`src/rtl/alu_controller.sv`:
```
// alu_controller: accepts one ALU request at a time, presents registered operands
// and select to an external combinational ALU, captures the result one cycle later,
// updates the accumulator and holds the response until the consumer takes it.
//
// Ports:
//   clk, reset             clock, asynchronous active-low reset
//   req_valid / req_ready  request handshake
//   req_op                 ALU select (000 add, 001 shl, 010 shr, 011 counter,
//                          100 and, 101 or, 110 xor, 111 no-op)
//   req_a, req_b           request operands
//   req_use_acc            take operand A from the accumulator instead of req_a
//   alu_a, alu_b, alu_sel  registered operands/select to the ALU
//   alu_result             combinational ALU result
//   rsp_valid / rsp_ready  response handshake
//   rsp_data, rsp_err      captured result, error flag for no-op
//   acc                    accumulator
//   op_count               completed responses, modulo 256
module alu_controller #(
  parameter int unsigned WIDTH = 8
) (
  input  logic             clk,
  input  logic             reset,
  input  logic             req_valid,
  output logic             req_ready,
  input  logic [2:0]       req_op,
  input  logic [WIDTH-1:0] req_a,
  input  logic [WIDTH-1:0] req_b,
  input  logic             req_use_acc,
  output logic [WIDTH-1:0] alu_a,
  output logic [WIDTH-1:0] alu_b,
  output logic [2:0]       alu_sel,
  input  logic [WIDTH-1:0] alu_result,
  output logic             rsp_valid,
  input  logic             rsp_ready,
  output logic [WIDTH-1:0] rsp_data,
  output logic             rsp_err,
  output logic [WIDTH-1:0] acc,
  output logic [7:0]       op_count
);

  localparam int unsigned SEL_W = 3;
  localparam int unsigned CNT_W = 8;
  localparam logic [SEL_W-1:0] OP_NOP = 3'b111;

  typedef enum logic [1:0] {
    IDLE = 2'd0,
    EXEC = 2'd1,
    RESP = 2'd2
  } state_t;

  state_t state;

  // Request -> execute -> response sequencer; every output is a register.
  always_ff @(posedge clk or negedge reset) begin
    if (!reset) begin
      state     <= IDLE;
      req_ready <= 1'b1;
      alu_a     <= '0;
      alu_b     <= '0;
      alu_sel   <= OP_NOP;
      rsp_valid <= 1'b0;
      rsp_data  <= '0;
      rsp_err   <= 1'b0;
      acc       <= '0;
      op_count  <= '0;
    end else begin
      case (state)
        IDLE: begin
          // Accumulator is sampled here; a result captured on this same edge
          // cannot exist, since captures only happen in EXEC.
          if (req_valid && req_ready) begin
            alu_a     <= req_use_acc ? acc : req_a;
            alu_b     <= req_b;
            alu_sel   <= req_op;
            req_ready <= 1'b0;
            state     <= EXEC;
          end
        end
        EXEC: begin
          rsp_data  <= alu_result;
          rsp_err   <= (alu_sel == OP_NOP);
          rsp_valid <= 1'b1;
          if (alu_sel != OP_NOP) begin
            acc <= alu_result;
          end
          state <= RESP;
        end
        RESP: begin
          if (rsp_ready) begin
            rsp_valid <= 1'b0;
            op_count  <= op_count + CNT_W'(1);
            req_ready <= 1'b1;
            state     <= IDLE;
          end
        end
        default: begin
          req_ready <= 1'b1;
          rsp_valid <= 1'b0;
          state     <= IDLE;
        end
      endcase
    end
  end

endmodule
```
`config.mk`:
```
export PLATFORM = sky130hd
export DESIGN_NAME = alu_controller
export DESIGN_NICKNAME = d
export VERILOG_FILES = /design/src/rtl/alu_controller.sv
export SDC_FILE = /design/constraint.sdc
export NUM_CORES = 1
export LEC_CHECK = 0
export CAP_MARGIN = 5
export CORE_MARGIN = 5
export CORE_UTILIZATION = 25
export DETAILED_ROUTE_END_ITERATION = 7
export PLACE_DENSITY = 0.54
export SLEW_MARGIN = 20
export SYNTH_ARGS = -nofsm -noshare
export SYNTH_HDL_FRONTEND = slang
export SYNTH_SLANG_ARGS = --single-unit
```
`constraint.sdc`:
```
create_clock -name clk -period 2.1 [get_ports clk]
set_input_delay 0.525 -clock clk [delete_from_list [all_inputs] [get_ports clk]]
set_output_delay 0.525 -clock clk [all_outputs]
set_load 0.01 [all_outputs]
```
==> results of run 1 <==
-- stage by stage --
stage | hold WS, ps | util (%)
detailed placement | 469 | 37.6
global route | 225 | 38.8
floorplan | 229 | -
finish | 208 | 38.8
global placement | 463 | 37.6
CTS | 216 | 38.8
-- state kept, by name (all words and copies together) (netlist names) --
name and flops:
alu_a 8, rsp_err 1, rsp_valid 1, acc 8
alu_sel 3, alu_b 8, rsp_data 8, op_count 8
req_ready 1, state 2
-- cell type report --
| class | count | area [um2] |
|---|---|---|
| inverter | 3 | 11.3 |
| tap | 102 | 128 |
| timing repair buffer | 83 | 823 |
| clock inverter | 3 | 22.5 |
| clock buffer | 5 | 68.8 |
| multi-input combinational | 85 | 736 |
| fill | 752 | 4730 |
| sequential | 48 | 1210 |
-- cell families (layout without fill, tap and decap cells) --
logic type / after synthesis / in the layout
AOI/OAI and AO/OA: 14 / 14
xor gates and xnor gates: 7 / 7
adders and majority gates: 1 / 1
buffers and inverters: 9 / 94
DFF: 48 / 48
muxes: 35 / 35
and+or+nand+nor: 28 / 28
-- final timing paths --
path / start / to / slack, ps / depth (start not counted)
setup / recovery: req_ready / req_ready / 160 / 1
max in group asynchronous: reset / req_ready / 1600 / 2
hold / removal: reset / rsp_err / 210 / 2
hold reg to reg: op_count[7] / op_count[7] / 480 / 1
setup reg to reg: req_ready / alu_b[1] / 480 / 3
min in group clk: op_count[7] / op_count[7] / 480 / 1
-- layer usage --
layer | vias up | GRT usage (%)
li1 | 664 | -
met3 | 6 | 4.56
met1 | 686 | 12.5
met2 | 51 | 14.6
met5 | - | 0
met4 | 0 | 3.15
-- power groups by stage --
stage | Clock [uW] | Combinational (uW) | Sequential, uW
final | 570 | 1140 | 1400
after floorplan | 0 | 311 | 1530
after CTS | 598 | 1170 | 1410
after detailed placement | 0 | 1160 | 1420
after global placement | 0 | 1150 | 1420
after global routing | 635 | 1240 | 1450
-- Yosys cell counts (all sizes together) --
cell type,n,area (um2)
nand2,6,22.5
buf,6,53.8
nand3b,1,7.51
mux2,27,345
a21boi,1,7.51
nand2b,1,6.26
nand3,2,10.0
dfstp,4,105
ha,1,12.5
nor4bb,1,10.0
a31o,1,8.76
mux2i,8,80.1
o22a,1,8.76
nor3,2,10.0
a21oi,10,50.1
inv,3,11.3
dfrtp,44,1100
xnor2,4,35.0
and3b,1,8.76
xor2,3,26.3
nor2,11,41.3
nand4,1,6.26
o21ai,1,5.00
nor4,1,12.5
or2,1,6.26
==> results.txt, run 1 <==
Status - finished clean
Final Hold Vio Count - 0
Setup TNS - 0 ps
Wire length on met3 - 426 um
Total power - 3110 uW
Final setup skew - 10.7 ps
Mapped Avg Cell Area - 14.0 um2
Via count - 1407
H-tree levels - 2
Most frequent cells in the layout - clkdlybuf4s50_1 (76), dfrtp_1 (44), mux2_2 (16)
Layout cell share with drive strength beyond 1 - 21.6%
Worst Hold Class - input port to asynchronous set/reset pin
Core Area - 7730 um2
Synthesis Warnings - 0
Post-synthesis adder-cell area fraction - 0.628%
Critical path capture point type - output pin
Xor/xnor share of the synthesized area - 3.08%
First-pass GRT wire length - 7570 um
Port bufs - 77
Worst Path Max Fanout - 4
Grt ovf - 0
Largest net degree at the start of global routing - 29
PostCTS Resize Cnt - 0
Cell family with most CP delay - flip-flops
Flop pwr share - 45.0%
Area Growth Syn to Fin - 50.4%
DRT Pass-1 Iters - 4
Post-Syn Area - 1990 um2
Placed Cells - 321
# diodes - 0
Clk pwr share - 18.4%
Final setup vio count - 0
Fin crit share - 92.4%
Fin crit period - 1940 ps
Critical-path cell with the highest stage delay - dfstp_2
DR iter-0 viols - 31
Startpoint class of the critical path - register
Die ar. - 9850 um2
Slew Limit Headroom - 56.3%
Pre-CTS setup slack - 106 ps
Synth unique cells - 30
Slowest Stage Delay on Critical Path - 570 ps
RSZ-0062 raised after global routing - no
Synth Area in Compound Gates - 4.02%
Die X - 99.3 um
Commonest non-fill, non-tap cell in the layout - clkdlybuf4s50_1
Synthesized Nets - 175
Final WS setup - 160 ps
GRT Util Overall - 9.75%
Sw Share - 29.2%
Max Used Layer - met4
Leakage - 0.00131 uW
Max Root-Sink Buffers - 2
I/O Pins - 78
Seq cells post-synth - 48
Number of antenna violations at the first check in global routing - 0
Post-CTS Setup Repair Bufs - 0
Required time worst endpoint - 1570 ps
Synth Area in Simple Gates - 7.10%
Antenna-violating nets left - 0
Sw Pwr - 908 uW
Worst-Skew Late Latency - 300 ps
Routed WL - 4610 um
Post-synthesis mux area share - 21.4%
Comb power frac - 36.7%
Number of hold buffers added after cts - 0
Placed cell areas - 2900 um2
Final Max Slew Viols - 0
Detailed Place HPWL - 3410 um
Drt drc - 0
Wire per inst - 14.0 um
Die height - 99.3 um
WL met1 - 2120 um
Int Pwr - 2200 uW
Design area - 3000 um2
CTS tree - yes
Worst Path Arrival - 1410 ps
DR WL met2 - 2030 um
Post-Synthesis Cells - 142
CTS Root Cell - clkbuf_8
Worst Max-Slew Pin Slew - 655 ps
Maximum clock rate - 516 MHz
Clk sink count - 48
Worst Path Buf+Inv - 1
Rows - 32
DR vias/cell - 4.28
Largest family of logic cells by synthesized area - multiplexers
Clock transition at path regs - 100 ps
Pwr Density - 1040 nW/um2
Sequential element share of the synthesized area - 60.6%
Worst path cell trace - clkdlybuf4s50_1
Final Non-Filler Cells - 329
Starting Density - 25.8%
Inserted Clock Buffers - 5
Nets - 259
Setup CP Type - register to output pin
Maxcap violations - 0
Peak supply drop - 472 uV
Vias in the first global route - 1489
GP Congestion - 0.710
Power figures use the tool's default switching activity.
==> run 2: changes to the inputs <==
--- a/config.mk
+++ b/config.mk
@@ -10,6 +10,7 @@
 export CORE_UTILIZATION = 25
 export DETAILED_ROUTE_END_ITERATION = 7
 export PLACE_DENSITY = 0.54
+export RECOVER_POWER = 25
 export SLEW_MARGIN = 20
 export SYNTH_ARGS = -nofsm -noshare
 export SYNTH_HDL_FRONTEND = slang
==> run 2 against run 1 <==
Net effect:
- cell area is 0.29% lower
- via count unchanged
- combinational power about the same
- flip-flop and latch count stayed put
- largest power group unchanged
- global-route usage stayed put
==> results.txt, run 2 (same netlist as run 1, synthesis figures left out) <==
First-pass GRT wire length - 7570 um (unchanged)
Leakage - 0.00130 uW (-0.76%)
Number of hold buffers added after cts - 0 (unchanged)
Sw Pwr - 908 uW (about the same)
GP Congestion - 0.710 (unchanged)
Final setup vio count - 0 (unchanged)
Slew Limit Headroom - 9.42% (-47 points)
Reg area - 1210 um2 (unchanged)
Setup TNS - 0 ps (unchanged)
Core Area - 7730 um2 (unchanged)
Routed WL - 4610 um (about the same)
I/O Pins - 78 (unchanged)
Cell family with most CP delay - flip-flops
# diodes - 0 (unchanged)
Peak supply drop - 472 uV (-0.10%)
Final Hold Vio Count - 0 (unchanged)
Most frequent cells in the layout - clkdlybuf4s50_1 (76), dfrtp_1 (44), mux2_2 (16)
Fin crit period - 1940 ps (+0.0990 ps)
Wire per inst - 14.0 um (about the same)
Clock transition at path regs - 100 ps (about the same)
Vias in the first global route - 1489 (unchanged)
Placed cell areas - 2900 um2 (unchanged)
Starting Density - 25.8% (unchanged)
Worst Path Max Fanout - 4 (unchanged)
Startpoint class of the critical path - register
H-tree levels - 2 (unchanged)
Final setup skew - 11.1 ps (+0.345 ps)
Fillers - 754 (+0.27%)
Via count - 1407 (unchanged)
Worst Path Arrival - 1410 ps (about the same)
Nets - 259 (unchanged)
DRT Pass-1 Iters - 4 (unchanged)
Antenna-violating nets left - 0 (unchanged)
RSZ-0062 raised after global routing - no
CTS tree - yes
Maximum clock rate - 516 MHz (about the same)
GRT Util Overall - 9.75% (unchanged)
Die X - 99.3 um (unchanged)
Status - finished clean
Worst Path Buf+Inv - 1 (unchanged)
Worst path cell trace - clkdlybuf4s50_1
Layout cell share with drive strength beyond 1 - 20.3% (-1.3 points)
Fin crit share - 92.4% (about the same)
DR iter-0 viols - 31 (unchanged)
Clk pwr share - 18.4% (about the same)
CTS Root Cell - clkbuf_8
Worst-Skew Late Latency - 300 ps (about the same)
Drt drc - 0 (unchanged)
Int Pwr - 2200 uW (about the same)
Required time worst endpoint - 1570 ps (about the same)
Commonest non-fill, non-tap cell in the layout - clkdlybuf4s50_1
Worst Hold Class - register to register
Critical path capture point type - output pin
Area Growth Syn to Fin - 49.9%
Detailed Place HPWL - 3410 um (unchanged)
Design area - 2990 um2 (-0.29%)
Critical-path cell with the highest stage delay - dfstp_2
Setup CP Type - register to output pin
Post-CTS Setup Repair Bufs - 0 (unchanged)
Die height - 99.3 um (unchanged)
Number of antenna violations at the first check in global routing - 0 (unchanged)
Comb power frac - 36.6% (about the same)
Final Max Slew Viols - 0 (unchanged)
Sw Share - 29.3% (about the same)
Rows - 32 (unchanged)
Slowest Stage Delay on Critical Path - 570 ps (about the same)
Grt ovf - 0 (unchanged)
Clk sink count - 48 (unchanged)
Max Root-Sink Buffers - 2 (unchanged)
Maxcap violations - 0 (unchanged)
Flop pwr share - 45.0% (about the same)
Inserted Clock Buffers - 5 (unchanged)
PostCTS Resize Cnt - 0 (unchanged)
Port bufs - 77 (unchanged)
Pwr Density - 1040 nW/um2 (+0.21%)
Largest net degree at the start of global routing - 29 (unchanged)
Multi-input logic area - 736 um2 (unchanged)
Worst Max-Slew Pin Slew - 1360 ps (+704 ps)
Die ar. - 9850 um2 (unchanged)
Hold Slack - 477 ps (+269 ps)
DR vias/cell - 4.28 (unchanged)
[run 2: through the flow]
| stage | utilization [%] | setup WS [ps] | std cells | power (uW) |
|---|---|---|---|---|
| after CTS | 38.8 | 143 | 329 | 3170 |
| final | 38.6 | 160 | 329 | 3100 |
| after global placement | 37.6 | 149 | 321 | 2570 |
| after global routing | 38.6 | 109 | 329 | 3320 |
| after floorplan | - | 529 | 142 | 1840 |
| after detailed placement | 37.6 | 106 | 321 | 2580 |
[run 2: final timing paths]
path | endpoint | slack, ps | depth (start not counted) | startpoint
max | req_ready | 160 | 1 | req_ready
min | op_count[7] | 480 | 1 | op_count[7]
max reg2reg | alu_b[1] | 480 | 3 | req_ready
min reg2reg | op_count[7] | 480 | 1 | op_count[7]
max in group asynchronous | acc[4] | 660 | 2 | reset
min in group asynchronous | rsp_err | 600 | 2 | reset
[run 2: final cells by class]
class	instances	area share, %
Clock buffer	5	2.30
Clock inverter	3	0.754
Inverter	3	0.377
Multi-Input combinational cell	85	24.6
Sequential cell	48	40.4
Tap cell	102	4.27
Timing Repair Buffer	83	27.3
[run 2: per-layer routing]
metal / global-route usage, % / vias to the layer above / wire length [um]
met4: 3.15 / 0 / 41
met1: 12.5 / 686 / 2120
met3: 4.56 / 6 / 426
met2: 14.6 / 51 / 2020
li1: - / 664 / -
met5: 0 / - / 0
[run 2: power by group through the flow]
stage | Clock, uW | Combinational [uW] | Sequential (uW)
2_1_floorplan | 0 | 311 | 1530
3_3_place_gp | 0 | 1150 | 1420
3_5_place_dp | 0 | 1160 | 1420
4_1_cts | 598 | 1170 | 1410
5_1_grt | 635 | 1230 | 1450
6_report | 570 | 1140 | 1400
